<file path="config.mk">
export PLATFORM = sky130hd
export DESIGN_NAME = freq_counter_core
export DESIGN_NICKNAME = d
export VERILOG_FILES = /design/src/rtl/freq_counter_core.sv
export SDC_FILE = /design/constraint.sdc
export NUM_CORES = 1
export LEC_CHECK = 0
export CAP_MARGIN = 40
export CORE_MARGIN = 2
export CORE_UTILIZATION = 35
export DETAILED_ROUTE_END_ITERATION = 12
export DONT_BUFFER_PORTS = 1
export PLACE_DENSITY_LB_ADDON = 0.12
export SLEW_MARGIN = 20
export SYNTH_ARGS = -nofsm -noshare
export SYNTH_HDL_FRONTEND = slang
export SYNTH_SLANG_ARGS = --single-unit
</file>
<file path="constraint.sdc">
create_clock -name clock -period 6.46 [get_ports clock]
set_clock_uncertainty 0.15 [all_clocks]
set_input_delay 0.969 -clock clock [delete_from_list [all_inputs] [get_ports clock]]
set_output_delay 0.969 -clock clock [all_outputs]
set_load 0.1 [all_outputs]
</file>
<file path="src/rtl/freq_counter_core.sv">
// Gated edge counter: synchronises one selected asynchronous input and counts
// its rising edges over a window of exactly cycle_count clocks.
module freq_counter_core #(
  parameter int DATA_WIDTH  = 32,
  parameter int NINPUTS     = 8,
  parameter int SYNC_STAGES = 2
) (
  input  logic                  clock,
  input  logic                  reset,
  input  logic                  enable,
  input  logic [DATA_WIDTH-1:0] cycle_count,
  input  logic [DATA_WIDTH-1:0] input_select,
  input  logic [NINPUTS-1:0]    sig_in,
  output logic                  done,
  output logic [DATA_WIDTH-1:0] edge_count,
  output logic                  busy
);

  localparam int SELW = (NINPUTS > 1) ? $clog2(NINPUTS) : 1;
  localparam logic [2:0] ARM_LAST = 3'(SYNC_STAGES + 1);

  typedef enum logic [1:0] {IDLE, ARM, COUNT, DONE} state_t;

  state_t                 state_q, state_d;
  logic [DATA_WIDTH-1:0]  sel_q, sel_d;
  logic [DATA_WIDTH-1:0]  win_q, win_d;
  logic [DATA_WIDTH-1:0]  win_cnt_q, win_cnt_d;
  logic [2:0]             arm_cnt_q, arm_cnt_d;
  logic [DATA_WIDTH-1:0]  edge_cnt_q, edge_cnt_d;
  logic [DATA_WIDTH-1:0]  edge_count_q, edge_count_d;
  logic [SYNC_STAGES-1:0] sync_q, sync_d;
  logic                   hist_q, hist_d;

  logic                   mux_bit;
  logic                   rise;
  logic                   start;
  logic [DATA_WIDTH-1:0]  edge_inc;

  // Out-of-range selects read a constant 0 so the measurement reports nothing.
  always_comb begin
    mux_bit = 1'b0;
    if (sel_q < DATA_WIDTH'(NINPUTS))
      mux_bit = sig_in[sel_q[SELW-1:0]];
  end

  assign rise     = sync_q[SYNC_STAGES-1] & ~hist_q;
  assign start    = enable & ((state_q == IDLE) | (state_q == DONE));
  assign edge_inc = (edge_cnt_q == '1) ? edge_cnt_q : edge_cnt_q + 1'b1;

  always_ff @(posedge clock or posedge reset) begin
    if (reset) begin
      state_q      <= IDLE;
      sel_q        <= '0;
      win_q        <= '0;
      win_cnt_q    <= '0;
      arm_cnt_q    <= '0;
      edge_cnt_q   <= '0;
      edge_count_q <= '0;
      sync_q       <= '0;
      hist_q       <= 1'b0;
    end else begin
      state_q      <= state_d;
      sel_q        <= sel_d;
      win_q        <= win_d;
      win_cnt_q    <= win_cnt_d;
      arm_cnt_q    <= arm_cnt_d;
      edge_cnt_q   <= edge_cnt_d;
      edge_count_q <= edge_count_d;
      sync_q       <= sync_d;
      hist_q       <= hist_d;
    end
  end

  always_comb begin
    state_d      = state_q;
    sel_d        = sel_q;
    win_d        = win_q;
    win_cnt_d    = win_cnt_q;
    arm_cnt_d    = arm_cnt_q;
    edge_cnt_d   = edge_cnt_q;
    edge_count_d = edge_count_q;
    sync_d       = {sync_q[SYNC_STAGES-2:0], mux_bit};
    hist_d       = sync_q[SYNC_STAGES-1];
    case (state_q)
      IDLE, DONE: begin
        if (start) begin
          state_d    = ARM;
          sel_d      = input_select;
          win_d      = cycle_count;
          edge_cnt_d = '0;
          arm_cnt_d  = '0;
        end
      end
      // ARM lets the chain and history flop fill with the new selection so a
      // level held from before the start cannot look like a fresh edge.
      ARM: begin
        arm_cnt_d = arm_cnt_q + 3'd1;
        if (arm_cnt_q == ARM_LAST) begin
          if (win_q == '0) begin
            state_d      = DONE;
            edge_count_d = '0;
          end else begin
            state_d   = COUNT;
            win_cnt_d = win_q;
          end
        end
      end
      COUNT: begin
        if (rise) edge_cnt_d = edge_inc;
        win_cnt_d = win_cnt_q - 1'b1;
        if (win_cnt_q == DATA_WIDTH'(1)) begin
          state_d      = DONE;
          edge_count_d = rise ? edge_inc : edge_cnt_q;
        end
      end
      default: state_d = IDLE;
    endcase
  end

  always_comb begin
    busy = (state_q == ARM) | (state_q == COUNT);
    done = (state_q == DONE);
  end

  assign edge_count = edge_count_q;

endmodule

</file>
==> results of run 1 <==
metal layers:
layer	GRT usage, %	vias up	wire length [µm]
li1	-	3200	-
met4	6.29	2	582
met3	3.93	41	824
met5	0	-	11
met1	21.2	3291	9440
met2	30.6	163	11300
registers in the layout (all words and copies together), names as in the netlist:
name	flops
win_cnt_q	32
edge_count	32
sync_q	2
arm_cnt_q	3
win_q	32
sel_q	32
edge_cnt_q	32
state_q	2
hist_q	1
metrics by stage:
step                      power [mW]  cells  utilization (%)
after CTS                       2.29   1203             41.1
after global placement          1.23   1146             36.7
after detailed placement        1.23   1171             38.7
after global routing            2.36   1230             42.3
after floorplan                 1.20    866                -
final                           2.27   1230             42.3
where the power goes:
group          switching [mW]  total, mW  leakage [nW]  internal [mW]
clock network           0.464       1.06         0.296          0.592
logic                  0.0631      0.101          2.01         0.0380
registers              0.0369       1.11          2.12           1.07
total                   0.564       2.27          4.42           1.70
cell type report:
class / count / area [µm²] / share of cell area, %
clock buffer: 18 / 439 / 4.27
inverter: 17 / 68.8 / 0.669
tap: 324 / 405 / 3.94
multi-input combinational: 629 / 4190 / 40.7
sequential: 168 / 4200 / 40.9
clock inverter: 14 / 161 / 1.57
timing repair buffer: 60 / 825 / 8.01
critical path, delay by kind of cell, from the launching register on:
family,cells,cell delay (ps)
AND/OR/NAND/NOR,4,1870
AO/OA/AOI/OAI,2,390
buffers and inverters,1,70
adder cells (fa/ha/maj),1,370
flip-flops,1,410
kinds of logic after synthesis:
group | count (synthesis) | synth area share (%)
DFF | 168 | 48.6
and+or+nand+nor | 302 | 18.3
buffers and inverters | 69 | 3.27
AOI/OAI and AO/OA | 202 | 14.5
adders and majority gates | 8 | 1.16
muxes | 86 | 11.2
xor gates and xnor gates | 31 | 3.14
worst min-delay path by stage:
stage                   start         to  slack [ps]  cells past startpoint
floorplan           sync_q[0]  sync_q[1]         180                      0
global placement    sync_q[0]  sync_q[1]         190                      0
detailed placement  sync_q[0]  sync_q[1]         190                      0
CTS                 sync_q[0]  sync_q[1]         210                      0
global route        sync_q[0]  sync_q[1]         210                      0
finish              sync_q[0]  sync_q[1]         210                      0
cell usage after synthesis, drive strengths merged, types with 2 or more instances:
library cell  instances  area share [%]
ha                    8             1.2
o31ai                 9            0.84
a32o                  2            0.23
a31oi                 3            0.22
nor2b                 4            0.29
mux2                 64             8.3
and3                  8            0.58
nor2                 51             2.2
a21o                  9            0.78
o31a                  5            0.51
or2                   3            0.22
nor4                 26             2.6
and2                  4            0.29
o22a                  3            0.30
nand2                98             4.2
nand4b                2            0.20
mux4                  2            0.52
a21oi                48             2.8
clkbuf               41             1.8
nand3                37             2.4
o32ai                 3            0.30
inv                  17            0.74
or4                   5            0.48
nor4b                 2            0.20
o21ai                79             4.6
nand2b                5            0.36
nand4                18             1.5
dfrtp               168              49
nor3                 19             1.1
mux2i                20             2.3
o22ai                20             1.4
nand3b                2            0.17
o311ai                2            0.49
a211oi                2            0.17
xnor2                15             1.5
or3                  15             1.1
a2bb2oi               8            0.81
buf                  11            0.75
xor2                 16             1.6
==> results.cfg, run 1 <==
[status]
status = finished, final reports clean

[synthesis]
postSynthAreaPerCell_um2 = 10.0
synth_fp_nets = 949
synth_edf_count = 0
synthFlopType = dfrtp_1
yosysSeqAreaShare_pct = 48.6
syn-cell-area_um2 = 8660
yosysUniqueCellTypes = 64
async_flop_share_pct = 100
netlist_instances = 866
synth-seq-cells = 168
yosys_warnings = 0

[setup_path]
max_stage_delay_ps = 750
crit_path_start = state_q[1]
end_kind = flop
worstPathMaxFanout = 17
endpoint = win_cnt_q[18]
worst_setup_path_start_kind = flop
worst_r2r_path_depth = 8
cp.arrival_ps = 3540
cp.required_ps = 6670
r2r_end = win_cnt_q[18]
path_cells = inv_1 > ha_1 > nor4b_1 > nand4_1 > nor4_1 > nand2b_1 > o21ai_0 > a21oi_1
criticalPathCategory = reg -> reg
slowest_stage = nand2b_1
r2r_setup_slack_ps = 3130
r2r-start = state_q[1]

[die]
placementRows = 57
die_y_um = 161
start_util_pct = 35.6
core_um2 = 24300
die_w_um = 161
die_area_um2 = 26000
pin_count = 109

[clock_network]
cts_resized = 0
postCtsHoldBufs = 0
cts.sinks = 168
cts.clk_slew.worst_paths_ps = 70
clkLatencyLatePin_ps = 430
cts_tree = built
cts_setup_buffers = 0
cts_buffer_depth = 2
cts_buffers = 17
cts_max_level = 4
clockRootBuffer = clkbuf_16

[global_routing]
grt_overflow_total = 0
antenna_found_initial = 1
gr-usage-all-layers_pct = 17.5
grt_pass1_wl_um = 36100
first_global_vias = 6790
grt_max_degree = 88

[placed_design]
place.gp.congestion = 0.813
placed_cell_area_um2 = 9400
io_buffers = 0
pre_cts_slack_ps = 3170
post-dp-hpwl_um = 15300

[job]
maxCapViolCount = 0

[cells_and_area]
final_design_area_no_fill_um2 = 10300
drive_above_1_share_pct = 17.7
n_antenna_cell = 0
fillers = 2315
synthToLayoutAreaGrowth_pct = 18.8
layout_common_cells = 168 x dfrtp_1, 97 x nand2_1, 64 x mux2_2
final_nets = 976
final_common_cell = dfrtp_1

[sta]
worst_hold_slack_ps = 210
layout_setup_ws_ps = 3130
worst-slew-pin-transition_ps = 907
rsz0062_at_grt = no
hold_viol = 0
setup_violations = 0
fmax_mhz = 300
tns_ps = 0
timing.final.max_slew_violations = 0
period_minus_slack_ps = 3330
fin_crit_sh_pct = 51.6
slew_headroom_pct = 39.6

[routing]
via_per_inst = 5.44
drc = 0
dr.pass1.iters = 5
ant_nets = 0
wl_per_cell_um = 18.0
drt_iter0_markers = 434
wl_um = 22200
vias = 6697

[worst_hold_path]
min_path_type = reg -> reg

[pwr]
vdd_ir_drop_max_mv = 0.130
p_leak_nw = 4.42
powerDensity_nw_per_um2 = 220
Power figures use the tool's default switching activity.
==> run 2, diff against run 1 <==
- clock period: 6.46 -> 2.7 ns (I/O delays scaled with it)
==> run 2 against run 1 <==
  * Combinational power grew to 3.2 times the previous value
  * Critical path type unchanged
  * Register-to-register slack worse by 3000 ps
  * Flip-flop and latch count stayed put
  * Largest cell class is now multi-input combinational cells
  * Critical path depth unchanged
  * Non-clock buffer count up 107
  * Sequential share of layout area fell by 3.7 points
  * Sequential power rose by 140%
  * Global-route usage grew 0.37 points
==> results.cfg, run 2 (synthesized netlist as in run 1, its figures left out) <==
[die]
core_um2 = 24300
die_area_um2 = 26000
start_util_pct = 35.6
die_y_um = 161
die_w_um = 161
placementRows = 57
pin_count = 109

[sta]
hold_viol = 0
slew_headroom_pct = 40.1
worst-slew-pin-transition_ps = 899
rsz0062_at_grt = yes
fmax_mhz = 395
fin_crit_sh_pct = 93.7
setup_violations = 0
tns_ps = 0
worst_hold_slack_ps = 9.26
period_minus_slack_ps = 2530
timing.final.max_slew_violations = 0

[routing]
vias = 7023
wl_per_cell_um = 16.8
via_per_inst = 5.25
drt_iter0_markers = 359
drc = 0
wl_um = 22400
dr.pass1.iters = 7
ant_nets = 0

[placed_design]
placed_cells = 1216
io_buffers = 0
placed_cell_area_um2 = 9760
place.gp.congestion = 0.817
post-dp-hpwl_um = 15700

[clock_network]
cts_tree = built
cts.sinks = 168
cts_buffers = 17
cts_buffer_depth = 2
clkLatencyLatePin_ps = 440
clockRootBuffer = clkbuf_16
cts.clk_slew.worst_paths_ps = 70
cts_max_level = 4

[setup_path]
cp.arrival_ps = 2730
criticalPathCategory = reg -> reg
cp.required_ps = 2900
worst_setup_path_start_kind = flop
end_kind = flop
worstPathMaxFanout = 6

[pwr]
p_leak_nw = 4.93
powerDensity_nw_per_um2 = 504
vdd_ir_drop_max_mv = 0.333

[worst_hold_path]
min_path_type = in -> reg

[cells_and_area]
synthToLayoutAreaGrowth_pct = 30.8
layout_common_cells = 168 x dfrtp_1, 96 x nand2_1, 65 x dlygate4sd3_1
utilization_pct = 46.6
drive_above_1_share_pct = 20.1
fillers = 2290
final_nets = 1083
final_common_cell = dfrtp_1
stdcell_count = 1337
n_antenna_cell = 0
final_design_area_no_fill_um2 = 11300

[global_routing]
grt_overflow_total = 0
first_global_vias = 7267
gr-usage-all-layers_pct = 17.8
grt_pass1_wl_um = 37300
grt_max_degree = 73
antenna_found_initial = 0

[job]
maxCapViolCount = 0

[status]
status = finished, final reports clean
[run 2: changes by cell type in the layout (fill, tap and decap cells not counted), moves of 2 or more]
| cell | change |
|---|---|
| buf_1 | +3 |
| buf_12 | +2 |
| buf_4 | +40 |
| buf_6 | +2 |
| buf_8 | -2 |
| bufinv_16 | +2 |
| clkbuf_16 | -2 |
| clkinv_2 | -2 |
| dlygate4sd3_1 | +65 |
| inv_8 | +2 |
| nor4_1 | -2 |
| nor4b_1 | -2 |
[run 2: timing repair]
item | in CTS | in global routing
hold endpoints to repair | 232 | 0
setup endpoints to repair | 46 | 53
cloned | 0 | 0
gates resized for setup | 1 | 8
pin swaps | 0 | 2
hold buffers | 65 | 0
setup buffers | 0 | 2
[run 2: area by class of cell]
class                           count  area, µm²  area share, %
Sequential cell                   168       4200           37.1
Timing Repair Buffer              167       1770           15.6
Clock buffer                       17        425           3.76
Multi-Input combinational cell    629       4230           37.3
Tap cell                          324        405           3.58
Clock inverter                     15        225           1.99
Inverter                           17       67.6          0.597
[run 2: per-stage QoR]
| stage | worst slack, ps | power [mW] |
|---|---|---|
| after floorplan | 4.26 | 2.88 |
| after global placement | 36.4 | 2.95 |
| after detailed placement | -99.4 | 2.96 |
| after CTS | 20.6 | 5.78 |
| after global routing | -32.7 | 5.93 |
| final | 171 | 5.70 |
[run 2: worst max-delay path, cell delays in order, from the launching register on]
cell and delay (ps):
dfrtp_1 450, ha_1 260, and3_1 250, nand3_1 250
o31a_1 290, buf_4 190, nand4_1 160, or3_1 370
o21ai_0 80
[run 2: path summary, 6_finish.rpt]
| check | slack (ps) | startpoint | endpoint | cells after the start |
|---|---|---|---|---|
| max in group asynchronous | 1520 | reset | edge_cnt_q[10] | 3 |
| hold / removal | 9 | enable | arm_cnt_q[1] | 2 |
| setup reg to reg | 170 | edge_cnt_q[0] | edge_cnt_q[3] | 8 |
| min in group asynchronous | 440 | reset | hist_q | 3 |
| setup / recovery | 170 | edge_cnt_q[0] | edge_cnt_q[3] | 8 |
| hold reg to reg | 220 | sync_q[0] | sync_q[1] | 0 |
[run 2: report_power, final]
| part | switching, mW | internal [mW] |
|---|---|---|
| combinational | 0.168 | 0.159 |
| sequential | 0.0860 | 2.57 |
| clock | 1.13 | 1.59 |
| total | 1.38 | 4.32 |
[run 2: metal layers]
metal  wire, µm  up-vias  GRT usage (%)
met5          0        -              0
met3        559       19           3.08
met4        252        0           5.28
li1           -     3410              -
met2      12100      103           32.7
met1       9540     3491           21.5
